File: config.mk
export PLATFORM = sky130hd
export DESIGN_NAME = ddr2_request_arbiter
export DESIGN_NICKNAME = d
export VERILOG_FILES = /design/src/rtl/ddr2_request_arbiter_pkg.sv /design/src/rtl/ddr2_request_arbiter_read_tag_fifo.sv /design/src/rtl/ddr2_request_arbiter.sv
export SDC_FILE = /design/constraint.sdc
export NUM_CORES = 1
export LEC_CHECK = 0
export ABC_AREA = 1
export CORE_AREA = 5 5 431 433
export DETAILED_ROUTE_END_ITERATION = 10
export DIE_AREA = 0 0 436 438
export PLACE_DENSITY = 0.35
export SLEW_MARGIN = 20
export SYNTH_ARGS = -nofsm -noshare
export SYNTH_HDL_FRONTEND = slang
export SYNTH_HIERARCHICAL = 1
export SYNTH_SLANG_ARGS = --single-unit
File: constraint.sdc
create_clock -name cpu_clk_g -period 10.3 [get_ports cpu_clk_g]
set_clock_uncertainty 0.15 [all_clocks]
set_input_delay 3.09 -clock cpu_clk_g [delete_from_list [all_inputs] [get_ports cpu_clk_g]]
set_output_delay 3.09 -clock cpu_clk_g [all_outputs]
set_load 0.01 [all_outputs]
File: src/rtl/ddr2_request_arbiter_pkg.sv
// Shared definitions for the DDR2 request arbiter: MIG address-FIFO command codes,
// read-tag values that identify the owner of a returning read burst, FSM state encoding,
// round-robin pointer values and the per-cycle grant selection.
package ddr2_request_arbiter_pkg;

  localparam logic [2:0] AF_CMD_WRITE = 3'b000;
  localparam logic [2:0] AF_CMD_READ  = 3'b001;

  localparam logic TAG_PX  = 1'b0;
  localparam logic TAG_CPU = 1'b1;

  // Round-robin pointer: which of CPU/GFX wins when both are eligible.
  localparam logic RR_CPU = 1'b0;
  localparam logic RR_GFX = 1'b1;

  typedef enum logic {
    StIdle,
    StWr1
  } arb_state_e;

  typedef enum logic [1:0] {
    SelNone,
    SelPx,
    SelCpu,
    SelGfx
  } arb_sel_e;

endpackage

File: src/rtl/ddr2_request_arbiter_read_tag_fifo.sv
// Read-tag FIFO: 1-bit wide, Depth-deep synchronous FIFO holding the owner tag of each
// outstanding read, oldest at the head.
// Ports: clk_i/rst_ni (synchronous, active low), push_i/din_i write side, pop_i read side,
// dout_o head entry, full_o/empty_o status, count_o occupancy (0..Depth).
// Push while full and pop while empty are ignored.
module ddr2_request_arbiter_read_tag_fifo #(
  parameter int unsigned Depth = 16
) (
  input  logic                       clk_i,
  input  logic                       rst_ni,
  input  logic                       push_i,
  input  logic                       din_i,
  input  logic                       pop_i,
  output logic                       dout_o,
  output logic                       full_o,
  output logic                       empty_o,
  output logic [$clog2(Depth):0]     count_o
);

  localparam int unsigned PtrW = $clog2(Depth);
  localparam int unsigned CntW = PtrW + 1;
  localparam logic [CntW-1:0] FullCnt = CntW'(Depth);

  logic [Depth-1:0] mem_q, mem_d;
  logic [PtrW-1:0]  wr_ptr_q, wr_ptr_d;
  logic [PtrW-1:0]  rd_ptr_q, rd_ptr_d;
  logic [CntW-1:0]  count_q, count_d;
  logic             do_push, do_pop;

  assign full_o  = (count_q == FullCnt);
  assign empty_o = (count_q == '0);
  assign dout_o  = mem_q[rd_ptr_q];
  assign count_o = count_q;

  always_comb begin
    do_push  = push_i && !full_o;
    do_pop   = pop_i && !empty_o;
    mem_d    = mem_q;
    wr_ptr_d = wr_ptr_q;
    rd_ptr_d = rd_ptr_q;
    count_d  = count_q;
    if (do_push) begin
      mem_d[wr_ptr_q] = din_i;
      wr_ptr_d        = wr_ptr_q + PtrW'(1);
    end
    if (do_pop) begin
      rd_ptr_d = rd_ptr_q + PtrW'(1);
    end
    // Simultaneous push and pop leaves the occupancy unchanged.
    unique case ({do_push, do_pop})
      2'b10:   count_d = count_q + CntW'(1);
      2'b01:   count_d = count_q - CntW'(1);
      default: count_d = count_q;
    endcase
  end

  always_ff @(posedge clk_i) begin
    if (!rst_ni) begin
      mem_q    <= '0;
      wr_ptr_q <= '0;
      rd_ptr_q <= '0;
      count_q  <= '0;
    end else begin
      mem_q    <= mem_d;
      wr_ptr_q <= wr_ptr_d;
      rd_ptr_q <= rd_ptr_d;
      count_q  <= count_d;
    end
  end

endmodule

File: src/rtl/ddr2_request_arbiter.sv
// DDR2 request arbiter: shares the MIG address/write-data/read-data FIFOs among the pixel
// feeder (reads), CPU cache (reads/writes) and graphics engine (writes).
// Ports: cpu_clk_g/rst_n (synchronous, active low); af_* address FIFO push side;
// wdf_* write-data FIFO push side; rdf_* read-data FIFO pop side (rdf_rd_en tied high);
// rd_data broadcast read beat; px_*/cpu_*/gfx_* requester handshakes (level request,
// single-cycle *_gnt) and per-requester read-beat valids.
// Write bursts are two 128-bit beats; the upper half is latched at grant and pushed from WR1.
// Each read returns two rdf beats, routed by the tag pushed when the read was issued.
module ddr2_request_arbiter
  import ddr2_request_arbiter_pkg::*;
#(
  parameter int unsigned TAG_DEPTH = 16,
  parameter bit          RR_INIT   = 1'b0
) (
  input  logic         cpu_clk_g,
  input  logic         rst_n,
  input  logic         af_full,
  output logic         af_wr_en,
  output logic [2:0]   af_cmd_din,
  output logic [30:0]  af_addr_din,
  input  logic         wdf_full,
  output logic         wdf_wr_en,
  output logic [127:0] wdf_din,
  output logic [15:0]  wdf_mask_din,
  input  logic         rdf_valid,
  input  logic [127:0] rdf_dout,
  output logic         rdf_rd_en,
  output logic [127:0] rd_data,
  input  logic         px_req,
  input  logic         px_urgent,
  input  logic [30:0]  px_addr,
  output logic         px_gnt,
  output logic         px_rd_valid,
  input  logic         cpu_req,
  input  logic         cpu_we,
  input  logic [30:0]  cpu_addr,
  input  logic [255:0] cpu_wdata,
  input  logic [31:0]  cpu_wmask,
  output logic         cpu_gnt,
  output logic         cpu_rd_valid,
  input  logic         gfx_req,
  input  logic [30:0]  gfx_addr,
  input  logic [255:0] gfx_wdata,
  input  logic [31:0]  gfx_wmask,
  output logic         gfx_gnt
);

  localparam int unsigned TagCntW = $clog2(TAG_DEPTH) + 1;

  arb_state_e       state_q, state_d;
  logic             rr_q, rr_d;
  logic             beat_q, beat_d;
  logic [127:0]     hi_data_q, hi_data_d;
  logic [15:0]      hi_mask_q, hi_mask_d;

  arb_sel_e         sel;
  logic             rd_ok, wr_ok, px_ok, cpu_ok, gfx_ok;
  logic             tag_push, tag_push_val, tag_pop;
  logic             tag_head, tag_full, tag_empty;
  logic [TagCntW-1:0] tag_count;
  logic             beat_live;

  ddr2_request_arbiter_read_tag_fifo #(
    .Depth (TAG_DEPTH)
  ) u_read_tag_fifo (
    .clk_i   (cpu_clk_g),
    .rst_ni  (rst_n),
    .push_i  (tag_push),
    .din_i   (tag_push_val),
    .pop_i   (tag_pop),
    .dout_o  (tag_head),
    .full_o  (tag_full),
    .empty_o (tag_empty),
    .count_o (tag_count)
  );

  // Eligibility: a requester that cannot proceed is skipped so it never blocks others
  // (e.g. writes continue while the tag queue is full).
  always_comb begin
    rd_ok  = !af_full && !tag_full;
    wr_ok  = !af_full && !wdf_full;
    px_ok  = px_req && rd_ok;
    cpu_ok = cpu_req && (cpu_we ? wr_ok : rd_ok);
    gfx_ok = gfx_req && wr_ok;
    sel    = SelNone;
    if (state_q == StIdle) begin
      if (px_ok && px_urgent) begin
        sel = SelPx;
      end else if (cpu_ok && (!gfx_ok || rr_q == RR_CPU)) begin
        sel = SelCpu;
      end else if (gfx_ok) begin
        sel = SelGfx;
      end else if (px_ok) begin
        sel = SelPx;
      end
    end
  end

  always_comb begin
    state_d      = state_q;
    rr_d         = rr_q;
    hi_data_d    = hi_data_q;
    hi_mask_d    = hi_mask_q;
    af_wr_en     = 1'b0;
    af_cmd_din   = AF_CMD_WRITE;
    af_addr_din  = '0;
    wdf_wr_en    = 1'b0;
    wdf_din      = '0;
    wdf_mask_din = '0;
    px_gnt       = 1'b0;
    cpu_gnt      = 1'b0;
    gfx_gnt      = 1'b0;
    tag_push     = 1'b0;
    tag_push_val = TAG_PX;

    unique case (state_q)
      StIdle: begin
        unique case (sel)
          SelPx: begin
            px_gnt       = 1'b1;
            af_wr_en     = 1'b1;
            af_cmd_din   = AF_CMD_READ;
            af_addr_din  = px_addr;
            tag_push     = 1'b1;
            tag_push_val = TAG_PX;
          end
          SelCpu: begin
            cpu_gnt     = 1'b1;
            rr_d        = RR_GFX;
            af_wr_en    = 1'b1;
            af_addr_din = cpu_addr;
            if (cpu_we) begin
              af_cmd_din   = AF_CMD_WRITE;
              wdf_wr_en    = 1'b1;
              wdf_din      = cpu_wdata[127:0];
              wdf_mask_din = cpu_wmask[15:0];
              hi_data_d    = cpu_wdata[255:128];
              hi_mask_d    = cpu_wmask[31:16];
              state_d      = StWr1;
            end else begin
              af_cmd_din   = AF_CMD_READ;
              tag_push     = 1'b1;
              tag_push_val = TAG_CPU;
            end
          end
          SelGfx: begin
            gfx_gnt      = 1'b1;
            rr_d         = RR_CPU;
            af_wr_en     = 1'b1;
            af_cmd_din   = AF_CMD_WRITE;
            af_addr_din  = gfx_addr;
            wdf_wr_en    = 1'b1;
            wdf_din      = gfx_wdata[127:0];
            wdf_mask_din = gfx_wmask[15:0];
            hi_data_d    = gfx_wdata[255:128];
            hi_mask_d    = gfx_wmask[31:16];
            state_d      = StWr1;
          end
          default: ;
        endcase
      end
      StWr1: begin
        // Second beat only; no grants here so reads cannot split a write burst.
        wdf_din      = hi_data_q;
        wdf_mask_din = hi_mask_q;
        if (!wdf_full) begin
          wdf_wr_en = 1'b1;
          state_d   = StIdle;
        end
      end
      default: state_d = StIdle;
    endcase
  end

  // Return path: head tag steers each beat; the tag retires on the second beat.
  always_comb begin
    beat_live    = rdf_valid && !tag_empty;
    px_rd_valid  = beat_live && (tag_head == TAG_PX);
    cpu_rd_valid = beat_live && (tag_head == TAG_CPU);
    tag_pop      = beat_live && beat_q;
    beat_d       = beat_q ^ beat_live;
  end

  assign rdf_rd_en = 1'b1;
  assign rd_data   = rdf_dout;

  always_ff @(posedge cpu_clk_g) begin
    if (!rst_n) begin
      state_q   <= StIdle;
      rr_q      <= RR_INIT;
      beat_q    <= 1'b0;
      hi_data_q <= '0;
      hi_mask_q <= '0;
    end else begin
      state_q   <= state_d;
      rr_q      <= rr_d;
      beat_q    <= beat_d;
      hi_data_q <= hi_data_d;
      hi_mask_q <= hi_mask_d;
    end
  end

  // A read beat with no outstanding tag means the MIG returned data nobody asked for.
  rdf_without_tag: assert property (@(posedge cpu_clk_g) disable iff (!rst_n)
    rdf_valid |-> !tag_empty);

  tag_count_in_range: assert property (@(posedge cpu_clk_g) disable iff (!rst_n)
    tag_count <= TagCntW'(TAG_DEPTH));

endmodule

* Word-level counts from Yosys, hierarchy flattened *
Index checks and enable logic that the tools add are counted.

word-level totals
  bits in registers = 176
  input bits = 807
  word-level logic and storage cells = 100

cells by class
  $add $sub $neg = 4
  $lt $le $gt $ge = 3
  equality and inequality tests = 7
  multiplexer cells = 47
  bitwise gates (word level) = 4
  reduce and logical (&&, ||, !) cells = 26

operator list
  kind                 count
  $pmux 128 s2         3
  $mux 128             2
  $pmux 16 s2          3
  $pmux 31 s3          1
  $mux 16              2
  $mux 31              1
  $mux 1               21
  $bwmux 16            1
  $logic_and 1x1->1    14
  $pmux 1 s2           6
  $lt 4x5->1 const B   2
  $pmux 5 s2           1
  $add 4x1->4 const B  2
  $mux 2               4
  $eq 2x2->1 const B   3
  $add 5x1->5 const B  1
  $eq 5x5->1 const B   1
  $logic_not 1->1      5
  $logic_not 5->1      1
  $sub 5x1->5 const B  1
  $bmux 1 s4           1
  $demux 1 s4          1
  $eq 2x1->1 const B   2
  $ge 4x1->1 const B   1
  other kinds (8)      11

* Longest topological paths before layout *
Gate-level depths: netlist of run 1.

  depth in word-level cells = 15
  gate-level depth with buffers = 27
  gate-level depth less buffers = 24

* Modules after synthesis *
The synthesis of run 1 kept the hierarchy.

by module, submodules not included
  module                              times used  cells an instance  area each (µm²)
  ddr2_request_arbiter                1           2551               12897.4
  ddr2_request_arbiter_read_tag_fifo  1           293                1808.0

* Worst setup path before layout of run 1 *
OpenSTA, ideal clock, no wires.

  path kind = in2out
  start point = in af_full
  end point = out wdf_din[100]
  arrival = 4.722 ns
  path slack = 2.338 ns
  stages on the path = 15
  cell sequence = nor2_1 -> nand2_1 -> nand2_1 -> nand2_1 -> o21ai_0 -> ha_1 -> buf_2 -> nand2_1 -> inv_2 -> buf_4 -> buf_2 -> nand2_1 -> nand2_1 -> nand2_1 -> o21ai_0

between the ends
  longest elaborated chain between the ends = 12

RTL lines
  element              line                                                    RTL
  from (decl)          ddr2_request_arbiter.sv:17                              input logic af_full,
  $logic_not 1->1 (*)  ddr2_request_arbiter.sv:80, ddr2_request_arbiter.sv:81
  $logic_and 1x1->1    ddr2_request_arbiter.sv:81                              wr_ok = !af_full && !wdf_full;
  $logic_and 1x1->1    ddr2_request_arbiter.sv:84                              gfx_ok = gfx_req && wr_ok;
  $logic_not 1->1      ddr2_request_arbiter.sv:89                              end else if (cpu_ok && (!gfx_ok || rr_q == RR_CPU)) begin
  $logic_or 1x1->1     ddr2_request_arbiter.sv:89
  $logic_and 1x1->1    ddr2_request_arbiter.sv:89
  $mux 2               ddr2_request_arbiter.sv:89
  $mux 2 (*)           ddr2_request_arbiter.sv:87                              if (px_ok && px_urgent) begin
  $mux 2 (*)           ddr2_request_arbiter.sv:86                              if (state_q == StIdle) begin
  $eq 2x2->1           ddr2_request_arbiter.sv:118                             unique case (sel)
  $pmux 128 s2 (*)     ddr2_request_arbiter.sv:118
  $pmux 128 s2 (*)     ddr2_request_arbiter.sv:116                             unique case (state_q)
  to (decl)            ddr2_request_arbiter.sv:23                              output logic [127:0] wdf_din,

Mark *: on every way between the ends. The rest lies on a longest branch, timed or not.

* Final worst setup path of run 1 *
  start point = in wdf_full
  end point = out wdf_din[45]

between the ends
  longest elaborated chain between the ends = 12

RTL lines
  element                line                         RTL
  from (decl)            ddr2_request_arbiter.sv:21   input logic wdf_full,
  $logic_not 1->1 (*)    --
  $logic_and 1x1->1 (*)  ddr2_request_arbiter.sv:81
  $logic_and 1x1->1      ddr2_request_arbiter.sv:84
  $logic_not 1->1        ddr2_request_arbiter.sv:89
  $logic_or 1x1->1       ddr2_request_arbiter.sv:89
  $logic_and 1x1->1      ddr2_request_arbiter.sv:89
  $mux 2 (*)             ddr2_request_arbiter.sv:89
  $mux 2 (*)             ddr2_request_arbiter.sv:87
  $mux 2 (*)             ddr2_request_arbiter.sv:86
  $eq 2x2->1             ddr2_request_arbiter.sv:118
  $pmux 128 s2 (*)       ddr2_request_arbiter.sv:118
  $pmux 128 s2 (*)       ddr2_request_arbiter.sv:116

Marked as above.

==> results of run 1 <==
[state kept, by name (all words and copies together) (netlist names)]
register                  flops
u_read_tag_fifo/wr_ptr_q      4
beat_q                        1
u_read_tag_fifo/count_o       5
u_read_tag_fifo/mem_q        16
hi_mask_q                    16
u_read_tag_fifo/rd_ptr_q      4
state_q                       1
hi_data_q                   128
rr_q                          1
[Yosys cell counts, types with 3 or more instances]
master | instances | area share, %
buf_6 | 3 | 0.23
clkbuf_1 | 65 | 1.7
inv_2 | 4 | 0.10
buf_4 | 146 | 7.5
buf_1 | 7 | 0.18
buf_2 | 76 | 2.6
inv_1 | 224 | 5.7
o21ai_0 | 154 | 5.2
nand2_1 | 1511 | 39
dfxtp_1 | 176 | 24
nand3_1 | 73 | 2.5
ha_1 | 14 | 1.2
nor2_1 | 366 | 9.3
a21oi_1 | 8 | 0.27
[power by group]
| part | switching, mW | total, mW | internal [mW] |
|---|---|---|---|
| clock network | 0.375 | 0.691 | 0.316 |
| registers | 0.0259 | 0.793 | 0.767 |
| logic | 0.646 | 1.17 | 0.520 |
| total | 1.05 | 2.65 | 1.60 |
[worst max-delay path, delay by kind of cell]
family	cells	cell delay, ns
simple gates	8	0.79
fa+ha+maj	1	0.25
buf+inv	5	1.82
compound gates	2	0.64
[kinds of logic (layout without fill, tap and decap cells)]
| family | after synthesis | count (layout) | share of synthesized area (%) |
|---|---|---|---|
| compound gates | 164 | 164 | 5.60 |
| xor+xnor | 3 | 3 | 0.179 |
| fa+ha+maj | 15 | 15 | 1.33 |
| buf+inv | 526 | 1165 | 18.0 |
| flops | 176 | 176 | 24.0 |
| other cells | 2 | 6 | 0.0511 |
| simple gates | 1958 | 1958 | 50.9 |
[final cells by class]
class	instances	area (sq um)	share of cell area [%]
repair buffers	905	9220	35.9
multi-input cells	2143	8570	33.3
flip-flops and latches	176	3520	13.7
well taps	2385	2980	11.6
inverters	229	877	3.41
clock buffers	20	447	1.74
clock inverters	11	83.8	0.326
diodes	3	7.51	0.0292
[metal layers]
metal | vias to the layer above | global-route usage, % | part of all wire, %
met5 | - | 0 | 0.032
met4 | 6 | 3.30 | 2.4
met3 | 133 | 4.41 | 7.4
met2 | 671 | 23.8 | 54
met1 | 8419 | 12.6 | 36
li1 | 9542 | - | -
[placed cells by master, fill, tap and decap left out, drive strengths merged]
| master | netlist | final |
|---|---|---|
| a21boi | 1 | 1 |
| a21oi | 8 | 8 |
| buf | 232 | 66 |
| clkbuf | 65 | 20 |
| clkdlybuf4s50 | 0 | 839 |
| clkinv | 1 | 6 |
| clkinvlp | 0 | 3 |
| conb | 2 | 3 |
| dfxtp | 176 | 176 |
| diode | 0 | 3 |
| fa | 1 | 1 |
| ha | 14 | 14 |
| inv | 228 | 231 |
| nand2 | 1512 | 1512 |
| nand3 | 75 | 75 |
| nor2 | 368 | 368 |
| nor3 | 1 | 1 |
| nor3b | 1 | 1 |
| o21ai | 155 | 155 |
| or2 | 1 | 1 |
| xnor2 | 1 | 1 |
| xor2 | 2 | 2 |
[how the worst min path moves through the flow]
stage | from | endpoint | cells past startpoint
global route | hi_data_q[68] | hi_data_q[68] | 4
finish | hi_data_q[127] | hi_data_q[127] | 4
detailed placement | hi_data_q[51] | hi_data_q[51] | 4
CTS | hi_data_q[127] | hi_data_q[127] | 4
global placement | hi_mask_q[14] | hi_mask_q[14] | 4
floorplan | rr_q | rr_q | 2
==> flow_metrics.env, run 1 <==
export IMPL_die_x_microns=436
export IMPL_rrSetupSlack_ns=5.50
export IMPL_start_kind="input pin"
export IMPL_synthDistinctLibCells=28
export IMPL_critical_path_arrival_ns=6.65
export IMPL_synth_seq_cells=176
export IMPL_stdcell_area_sq_mm=0.0257
export IMPL_fin_setup_tns_ns=0
export IMPL_pin_count=1121
export IMPL_clockBufferDepth=2
export IMPL_clock_latency_ns=0.53
export IMPL_worst_slew_pin_slew_ns=0.927
export IMPL_p_total_mw=2.65
export IMPL_antenna_found_initial=27
export IMPL_place_gp_congestion=0.955
export IMPL_async_flop_share_pct=0
export IMPL_rsz0062_at_grt="no"
export IMPL_slew_violations=0
export IMPL_die_y_microns=438
export IMPL_drt_pass1_iterations=5
export IMPL_cts_sinks=176
export IMPL_fmax_ghz=0.101
export IMPL_cp_end_kind="primary output"
export IMPL_drcViolationCount=0
export IMPL_clk_pin_slew_worst_paths_ns=0.07
export IMPL_fill_cells=21277
export IMPL_dpl_cell_count=5838
export IMPL_path_common_cell="nand2_1"
export IMPL_critical_path_class="input pin to primary output"
export IMPL_routed_wl_microns=122000
export IMPL_final_nets=4294
export IMPL_dp_slack_ns=0.206
export IMPL_fin_util_pct=14.2
export IMPL_critPathCapture="wdf_din[45]"
export IMPL_post_cts_setup_buffers=0
export IMPL_wl_per_cell_microns=20.8
export IMPL_r2r_end="u_read_tag_fifo/count_o[4]"
export IMPL_synth_edff_count=0
export IMPL_core_area_sq_mm=0.182
export IMPL_grt_overflow_total=0
export IMPL_worstPathCellList="clkdlybuf4s50_1, nor2_1, nand2_1, nand2_1, nand2_1, a21oi_1, ha_2, nand2_1, inv_6, buf_12, buf_12, nand2_1, nand2_1, nand2_1, o21ai_0, clkdlybuf4s50_1"
export IMPL_setup_viol=0
export IMPL_synth_area_sq_mm=0.0147
export IMPL_via_count=18771
export IMPL_grt_max_degree=118
export IMPL_num_rows=157
export IMPL_htree_levels=4
export IMPL_cp_max_fo=20
export IMPL_cap_viol_max_count=0
export IMPL_tritoncts="built"
export IMPL_dp_hpwl_microns=102000
export IMPL_grtUsageTotal_pct=12.4
export IMPL_place_area_sq_mm=0.0252
export IMPL_die_area_sq_mm=0.191
export IMPL_yosys_most_used_dff="dfxtp_1"
export IMPL_power_density_mw_per_mm2=103
export IMPL_grt_pass1_vias=18887
export IMPL_place_port_buffers=861
export IMPL_drt_iter0_markers=876
export IMPL_grt_pass1_wl_microns=163000
export IMPL_yosysWarnings=6
export IMPL_outcome="finished clean"
export IMPL_cts_resized=0
export IMPL_vias_per_cell=3.20
export IMPL_min_delay_path_class="flop to flop"
export IMPL_irDropWorstVdd_mv=0.147
export IMPL_cts_buffers=17
export IMPL_ctsHoldBuffers=0
export IMPL_ff2ff_path_depth=20
export IMPL_relSlewSlack_pct=38.2
export IMPL_finalWorstSetupSlack_ns=0.405
export IMPL_netlist_instances=2844
export IMPL_syn2layout_area_growth_pct=74.9
export IMPL_drive_gt1_share_pct=3.13
export IMPL_finalHoldViolCount=0
export IMPL_layout_cells_non_filler=5872
export IMPL_yosysSeqAreaShare_pct=24.0
export IMPL_max_stage_delay_ns=0.68
export IMPL_drtAntennaViolNets=0
export IMPL_period_needed_ns=9.89
export IMPL_cts_root_buf="clkbuf_16"
export IMPL_holdWs_ns=0.362
export IMPL_crit_start="wdf_full"
export IMPL_post_route_period_util_pct=96.1
export IMPL_worstPathRequired_ns=7.06
export IMPL_syn_avg_cell_area_sq_um=5.17
export IMPL_r2r_start="u_read_tag_fifo/count_o[1]"
export IMPL_cp_slowest_cell="clkdlybuf4s50_1"
export IMPL_leakage_nw=11.6
export IMPL_start_util_pct=8.09
No activity file was read; power rests on OpenSTA's default activity.
==> run 2, diff against run 1 <==
- PLACE_DENSITY: 0.35 -> 0.31
==> run 2 against run 1 <==
- critical path depth fell by 1
- clock power rose by 16%
- count of clock-buffer cells in the layout fell by 1
- largest cell class unchanged
- non-clock buffer count rose by 1
- total power rose by 3.5%
- routed wire length fell by 1.3%
- utilization barely moved
- hold slack improved by 0.0021 ns
- sequential cell count did not move
- final area rose by 0.34%
- die area did not move
==> flow_metrics.env, run 2 (synthesized netlist as in run 1, its figures left out) <==
export IMPL_outcome="finished clean"
export IMPL_cp_slowest_cell="clkdlybuf4s50_1"
export IMPL_clock_latency_ns=0.53
export IMPL_die_y_microns=438
export IMPL_sw_frac_of_total_pct=38.5
export IMPL_slew_violations=0
export IMPL_path_common_cell="nand2_1"
export IMPL_place_gp_congestion=0.911
export IMPL_layout_cells_non_filler=5880
export IMPL_start_util_pct=8.09
export IMPL_largest_reg_flops=128
export IMPL_period_needed_ns=9.95
export IMPL_clock_power_share_pct=29.3
export IMPL_p_switching_mw=1.06
export IMPL_via_count=18753
export IMPL_setup_viol=0
export IMPL_die_area_sq_mm=0.191
export IMPL_rsz0062_at_grt="no"
export IMPL_biggestRegsByFlops="hi_data_q: 128 flops, hi_mask_q: 16 flops, u_read_tag_fifo/mem_q: 16 flops"
export IMPL_antenna_found_initial=33
export IMPL_finalHoldViolCount=0
export IMPL_regMostFlops="hi_data_q"
export IMPL_mostFrequentLayoutCell="nand2_1"
export IMPL_num_rows=157
export IMPL_pwr_share_seq_pct=28.9
export IMPL_mostFrequentLayoutCells="1511 x nand2_1, 847 x clkdlybuf4s50_1, 365 x nor2_1, 224 x inv_1, 176 x dfxtp_1"
export IMPL_grt_max_degree=161
export IMPL_critical_path_arrival_ns=6.71
export IMPL_power_density_mw_per_mm2=106
export IMPL_worstPathCellList="clkdlybuf4s50_1, nor2_1, nand2_1, nand2_1, nand2_1, a21oi_1, ha_2, nand2_1, inv_6, buf_4, nand2_1, nand2_1, nand2_1, o21ai_0, clkdlybuf4s50_1"
export IMPL_critical_path_class="input pin to primary output"
export IMPL_tritoncts="built"
export IMPL_htree_levels=4
export IMPL_fill_cells=21363
export IMPL_clk_pin_slew_worst_paths_ns=0.08
export IMPL_relSlewSlack_pct=29.0
export IMPL_dp_hpwl_microns=100000
export IMPL_multi_input_area_sq_mm=0.00857
export IMPL_internal_power_mw=1.69
export IMPL_fin_setup_tns_ns=0
export IMPL_core_area_sq_mm=0.182
export IMPL_cp_max_fo=25
export IMPL_irDropWorstVdd_mv=0.135
export IMPL_cts_buffers=17
export IMPL_routed_wl_microns=121000
export IMPL_leakage_nw=11.7
export IMPL_cap_viol_max_count=0
export IMPL_post_cts_setup_buffers=0
export IMPL_seq_area_sq_mm=0.00352
export IMPL_comb_power_share_pct=41.8
export IMPL_drtAntennaViolNets=0
export IMPL_start_kind="input pin"
export IMPL_syn2layout_area_growth_pct=75.5
export IMPL_worstPathRequired_ns=7.06
export IMPL_grt_pass1_wl_microns=161000
export IMPL_drt_pass1_iterations=4
export IMPL_min_delay_path_class="flop to flop"
export IMPL_clockBufferDepth=2
export IMPL_grtUsageTotal_pct=12.2
export IMPL_fmax_ghz=0.101
export IMPL_drcViolationCount=0
export IMPL_path_buf_inv=4
export IMPL_grt_pass1_vias=19049
export IMPL_max_stage_delay_ns=0.70
export IMPL_dpl_cell_count=5839
export IMPL_grt_overflow_total=0
export IMPL_cts_root_buf="clkbuf_16"
export IMPL_post_route_period_util_pct=96.6
export IMPL_drt_iter0_markers=888
export IMPL_pin_count=1121
export IMPL_drive_gt1_share_pct=2.98
export IMPL_cts_sinks=176
export IMPL_cp_top_family="buffers and inverters"
export IMPL_final_nets=4295
export IMPL_wl_per_cell_microns=20.5
export IMPL_vias_per_cell=3.19
export IMPL_die_x_microns=436
export IMPL_place_port_buffers=861
export IMPL_cp_end_kind="primary output"
export IMPL_worst_slew_pin_slew_ns=1.05
run 2: changes by cell type in the layout (fill, tap and decap cells not counted), sizes merged:
cell / before / now
clkinvlp: 3 / 2
diode: 3 / 9
dlymetal6s2s: 0 / 1
clkinv: 6 / 2
buf: 66 / 58
inv: 231 / 235
clkdlybuf4s50: 839 / 847
clkbuf: 20 / 19
bufinv: 0 / 3
run 2: cell type report:
cell class	count	area share, %
repair buffers	906	35.6
multi-input cells	2143	33.2
flip-flops and latches	176	13.7
well taps	2385	11.6
inverters	229	3.40
clock buffers	19	1.76
clock inverters	13	0.747
diodes	9	0.0873
run 2: worst reg2reg max path, stage by stage (launching register included):
cell and delay (ns):
dfxtp_1 0.33, nor2_2 0.17, nand3_2 0.43, inv_1 0.20
nor2_1 0.09, nand3_1 0.10, nand2_1 0.09, a21oi_1 0.31
ha_2 0.24, buf_4 0.42, nand2_1 0.26, a21oi_2 0.18
buf_4 0.29, nand2_8 0.09, ha_1 0.29, ha_1 0.33
or2_2 0.31, nand3_1 0.09, nand3_1 0.07, nand2_1 0.06
inv_1 0.03
run 2: through the flow:
stage / setup WS (ns) / total power, mW / hold WS (ns) / util (%) / cell area, sq um
after floorplan: 2.34 / 1.36 / 0.329 / - / 14700
final: 0.354 / 2.74 / 0.364 / 14.2 / 25800
after CTS: 0.205 / 2.85 / 0.367 / 14.2 / 25800
after global routing: 0.0128 / 2.96 / 0.398 / 14.2 / 25800
after detailed placement: 0.219 / 1.99 / 0.353 / 13.8 / 25100
after global placement: 0.215 / 1.99 / 0.349 / 13.8 / 25100
run 2: power by group through the flow:
stage	clock, mW	combinational (mW)	sequential (mW)
CTS	0.865	1.19	0.793
floorplan	0	0.558	0.802
finish	0.803	1.15	0.792
global placement	0	1.18	0.808
detailed placement	0	1.18	0.809
global route	0.878	1.28	0.801
run 2: path summary, 6_finish.rpt:
kind	end	from	cells past startpoint	slack (ns)
setup reg to reg	u_read_tag_fifo/count_o[4]	u_read_tag_fifo/count_o[0]	20	5.68
setup / recovery	wdf_din[109]	wdf_full	15	0.35
hold reg to reg	hi_data_q[127]	hi_data_q[127]	4	0.36
hold / removal	hi_data_q[127]	hi_data_q[127]	4	0.36
run 2: per-layer routing:
metal	track usage, %	wire [microns]	vias up
met5	0	32	-
met4	4.04	3120	6
met3	3.84	7840	148
met2	23.0	64300	609
met1	12.8	45300	8430
li1	-	-	9560
run 2: repair_timing:
item,in CTS,in global routing
hold buffers,0,0
hold endpoints to repair,0,0
resized for setup,0,1
endpoints found under the setup margin,0,1
